$ cat src/rtl/lot_controller.sv
// Parking-lot occupancy counter with a saturating count and sticky error flag,
// plus the entry-gate sequencer (IDLE -> OPEN -> SETTLE).
module lot_controller #(
    parameter int unsigned CAPACITY      = 16,
    parameter int unsigned CNT_W         = 8,
    parameter int unsigned OPEN_CYCLES   = 100,
    parameter int unsigned SETTLE_CYCLES = 4
) (
    input  logic             clk_i,
    input  logic             reset_i,
    input  logic             inc_i,
    input  logic             dec_i,
    input  logic             req_i,
    output logic             gate_open_o,
    output logic [CNT_W-1:0] count_o,
    output logic             full_o,
    output logic             empty_o,
    output logic             denied_o,
    output logic             timeout_o,
    output logic             error_o
);

    localparam int unsigned OTW = $clog2(OPEN_CYCLES + 1);
    localparam int unsigned STW = $clog2(SETTLE_CYCLES + 1);

    typedef enum logic [2:0] {
        IDLE   = 3'b001,
        OPEN   = 3'b010,
        SETTLE = 3'b100
    } state_e;

    state_e           state_q;
    logic [OTW-1:0]   open_tmr_q;
    logic [STW-1:0]   settle_tmr_q;
    logic             gate_open_q;
    logic             denied_q;
    logic             timeout_q;
    logic             deny_armed_q;
    logic [CNT_W-1:0] count_q, count_d;
    logic             error_q, error_d;

    assign full_o      = (count_q == CNT_W'(CAPACITY));
    assign empty_o     = (count_q == '0);
    assign count_o     = count_q;
    assign error_o     = error_q;
    assign gate_open_o = gate_open_q;
    assign denied_o    = denied_q;
    assign timeout_o   = timeout_q;

    always_comb begin
        count_d = count_q;
        error_d = error_q;
        if (inc_i && !dec_i) begin
            if (full_o) error_d = 1'b1;
            else        count_d = count_q + CNT_W'(1);
        end else if (dec_i && !inc_i) begin
            if (empty_o) error_d = 1'b1;
            else         count_d = count_q - CNT_W'(1);
        end
    end

    always_ff @(posedge clk_i) begin
        if (reset_i) begin
            count_q <= '0;
            error_q <= 1'b0;
        end else begin
            count_q <= count_d;
            error_q <= error_d;
        end
    end

    always_ff @(posedge clk_i) begin
        if (reset_i) begin
            state_q      <= IDLE;
            open_tmr_q   <= '0;
            settle_tmr_q <= '0;
            gate_open_q  <= 1'b0;
            denied_q     <= 1'b0;
            timeout_q    <= 1'b0;
            deny_armed_q <= 1'b1;
        end else begin
            denied_q  <= 1'b0;
            timeout_q <= 1'b0;
            // A refusal re-arms only once the waiting car has gone away.
            if (!req_i) deny_armed_q <= 1'b1;
            case (state_q)
                IDLE: begin
                    if (req_i && !full_o) begin
                        state_q     <= OPEN;
                        open_tmr_q  <= '0;
                        gate_open_q <= 1'b1;
                    end else if (req_i && full_o && deny_armed_q) begin
                        denied_q     <= 1'b1;
                        deny_armed_q <= 1'b0;
                    end
                end
                OPEN: begin
                    if (inc_i) begin
                        state_q      <= SETTLE;
                        settle_tmr_q <= '0;
                        gate_open_q  <= 1'b0;
                    end else if (open_tmr_q == OTW'(OPEN_CYCLES - 1)) begin
                        state_q      <= SETTLE;
                        settle_tmr_q <= '0;
                        gate_open_q  <= 1'b0;
                        timeout_q    <= 1'b1;
                    end else begin
                        open_tmr_q <= open_tmr_q + OTW'(1);
                    end
                end
                SETTLE: begin
                    if (settle_tmr_q == STW'(SETTLE_CYCLES - 1)) state_q <= IDLE;
                    else settle_tmr_q <= settle_tmr_q + STW'(1);
                end
                default: begin
                    state_q     <= IDLE;
                    gate_open_q <= 1'b0;
                end
            endcase
        end
    end

endmodule

$ cat config.mk
export PLATFORM = sky130hd
export DESIGN_NAME = lot_controller
export DESIGN_NICKNAME = d
export VERILOG_FILES = /design/src/rtl/lot_controller.sv
export SDC_FILE = /design/constraint.sdc
export NUM_CORES = 1
export LEC_CHECK = 0
export ABC_AREA = 1
export BUFFER_PORTS_ARGS = -buffer_cell sky130_fd_sc_hd__buf_2
export CAP_MARGIN = 5
export CORE_MARGIN = 5
export CORE_UTILIZATION = 61
export CTS_BUF_LIST = sky130_fd_sc_hd__clkbuf_4
export CTS_CLUSTER_SIZE = 14
export DETAILED_ROUTE_END_ITERATION = 10
export PLACE_DENSITY_LB_ADDON = 0.1
export SYNTH_ARGS = -nofsm -noshare
export SYNTH_HDL_FRONTEND = slang
export SYNTH_SLANG_ARGS = --single-unit
$ cat constraint.sdc
create_clock -name clk_i -period 3.2 [get_ports clk_i]
set_input_delay 0.32 -clock clk_i [delete_from_list [all_inputs] [get_ports clk_i]]
set_output_delay 0.32 -clock clk_i [all_outputs]
set_load 0.1 [all_outputs]
==> flow_summary.ini <==
[run_status]
status = complete, no violations

[clock_network]
skew_pair_late_insertion_delay_ns = 0.33
clk_transition_reported_paths_ns = 0.15
cts_tree = yes
clockBufferDepth = 2
cts.sinks = 26
cts_root_buffer_type = clkbuf_4
ctsHoldBuffers = 0
h-tree-depth = 1
cts_buffers = 3
post_cts_buffers = 0
cts_repair_resize_count = 0

[critical_path]
timing.critical_path.mode_cell = inv_1
worstPathMaxFanout = 6
worst-setup-path-type = register to output pin
timing.critical_path.max_delay_family = buffers and inverters
cpMaxStageDelayCell = dfxtp_1
path_cells = inv_1 > nand2_2 > nor2_4 > nand2_1 > inv_1 > buf_2
critical_path_capture_point_type = output pin
crit_start_category = register
critical_path.endpoint = full_o
data_required_time_at_the_worst_endpoint_ns = 2.88
critPathArrivalTime_ns = 1.68
reg2reg_depth = 9
timing.critical_path.slowest_cell_delay_ns = 0.41
cp.depth = 6
regToRegEndpoint = count_o[5]$_SDFFE_PP0P_
timing.critical_path.from = count_o[0]$_SDFFE_PP0P_
r2r-start = count_o[2]$_SDFFE_PP0P_
critical_path.n_buffers_inverters = 3
ff2ff_setup_slack_ns = 1.63

[drt]
drt-vias-per-instance = 5.15
drtPass1Iterations = 4
drc = 0
dr_total_vias = 1541
finalWirelength_um = 3500
routed_wire_length_per_instance_um = 11.7
ant_nets = 0
detail_route.iter0.violations = 88

[synth]
nets_in_the_synthesized_netlist = 266
post_synth_num_cell_types = 31
synth_edf_count = 0
synth_top_family_by_area = simple AND/OR/NAND/NOR gates
synth_sequential_area_ratio = 0.306
synthesized_area_fraction_occupied_by_xor_and_xnor_cells = 0.0360
synth-adder-area-share = 0.0852
synth_simple_gate_area_share = 0.412
yosys_register_bits = 26
synth_area_in_compound_gates = 0.0610
synth-main-ff-cell = dfxtp_1
synth_area_per_cell_um2 = 6.81
synth.area.mux_share = 0
async_reset_ff_frac = 0
synthesis.instances = 250
synth-warning-count = 0
netlist_area_um2 = 1700

[global_routing]
grt_max_degree = 17
number_of_antenna_violations_at_the_first_check_in_global_routing = 0
grt.overflow.total = 0
wire_length_of_the_first_global_routing_pass_um = 6160
number_of_global_route_vias_before_repair = 1415
grtUsageTotal = 0.191

[finish]
layout_commonest_cell = nand2_1
num-fill-cells = 265
n_antenna_cell = 0
regArea_um2 = 520
nNetsFinal = 285
commonest_non_fill_non_tap_cells_in_the_layout = nand2_1 (67), nor2_1 (31), inv_1 (28)
multi_input_area_um2 = 1010
utilization = 0.684
syn_to_final_growth_pct = 8.89
post_route_cells_drive_above_1_share = 0.175

[floorplanning]
start_util = 0.628
fp.dieW_um = 62.8
io-pin-count = 19
core_um2 = 2710
die-height_um = 62.8
core.rowCount = 19
floorplan.die_area_um2 = 3950

[hold_path]
hold_path_startpoint = inc_i
hold_path.class = input pin to register

[pwr]
peakVddDrop_v = 0.000606
power_density_nw_per_um2 = 760
cellLeakagePower_nw = 0.966

[sta]
final_period_minus_worst_setup_slack_ns = 2.00
clock-skew-final_ns = 0.00158
timing.final.crit_share = 0.624
finalSetupTns_ns = 0
rsz_0062_raised_after_global_routing = no
relSlewSlack = 0.673
max_freq_ghz = 0.501
drv_slew = 0
setup-violations-final = 0
final_hold_violation_count = 0
worst-slew-pin-transition_ns = 0.494

[place]
port_buffer_cells = 18
detailed_place_hpwl_um = 2620
gp_congestion = 0.827

[run]
maxCapViolCount = 0
==> Yosys cell counts (2+ instances only) <==
master,number,share of area
nand4_1,10,0.037
nor2_4,2,0.013
dfxtp_1,26,0.31
xor2_1,4,0.021
buf_6,2,0.013
nor2_1,31,0.068
nand3_2,3,0.018
xnor2_1,3,0.015
nand2_4,2,0.013
a21oi_1,15,0.044
nor2_2,3,0.011
clkinv_1,2,0.0044
inv_1,28,0.062
nand3_1,17,0.050
ha_1,10,0.073
inv_2,6,0.013
nand2_2,5,0.018
clkbuf_1,2,0.0044
nand2_1,67,0.15
==> kinds of logic after synthesis <==
kind of cell	after synthesis
AO/OA/AOI/OAI	19
XOR/XNOR	7
adder cells (fa/ha/maj)	11
buffers and inverters	41
flip-flops	26
AND/OR/NAND/NOR	146
==> stage by stage <==
stage               power, W  hold slack [ns]  instances  worst slack, ns  area, um^2
floorplan            0.00107            0.398        250            0.677        1700
global route         0.00151            0.195        299             1.06        1850
global placement     0.00118            0.430        295             1.09        1800
detailed placement   0.00118            0.434        295             1.04        1800
CTS                  0.00142            0.204        299             1.20        1850
finish               0.00141            0.213        299             1.20        1850
==> sequential cells by signal, indices dropped and copies added, names as in the netlist <==
register,cells
open_tmr_q,7
state_q,3
deny_armed_q,1
gate_open_o,1
settle_tmr_q,3
error_o,1
timeout_o,1
count_o,8
denied_o,1
==> area by class of cell <==
type / count / share of cell area
Multi-Input combinational cell: 183 / 0.546
Inverter: 37 / 0.0756
Clock buffer: 3 / 0.0121
Sequential cell: 26 / 0.281
Timing Repair Buffer: 18 / 0.0486
Tap cell: 31 / 0.0209
Clock inverter: 1 / 0.0162
==> where the power goes <==
| part | switching, W | internal (W) | total, W |
|---|---|---|---|
| combinational | 0.000574 | 0.000196 | 0.000770 |
| sequential | 0.0000420 | 0.000365 | 0.000407 |
| clock | 0.000106 | 0.000127 | 0.000233 |
==> per-layer routing <==
| metal | wire, um | GRT usage |
|---|---|---|
| met1 | 1650 | 0.236 |
| met3 | 118 | 0.0324 |
| met5 | 0 | 0 |
| met4 | 60 | 0.0955 |
| met2 | 1670 | 0.316 |
==> worst min-delay path by stage <==
stage | end | slack [ns] | cells past startpoint
floorplan | timeout_o$_SDFF_PP0_ | 0.40 | 1
detailed placement | denied_o$_SDFF_PP0_ | 0.43 | 2
finish | timeout_o$_SDFF_PP0_ | 0.21 | 2
global route | timeout_o$_SDFF_PP0_ | 0.19 | 2
CTS | timeout_o$_SDFF_PP0_ | 0.20 | 2
global placement | deny_armed_q$_SDFF_PP1_ | 0.43 | 2
No activity file was read; power rests on OpenSTA's default activity.
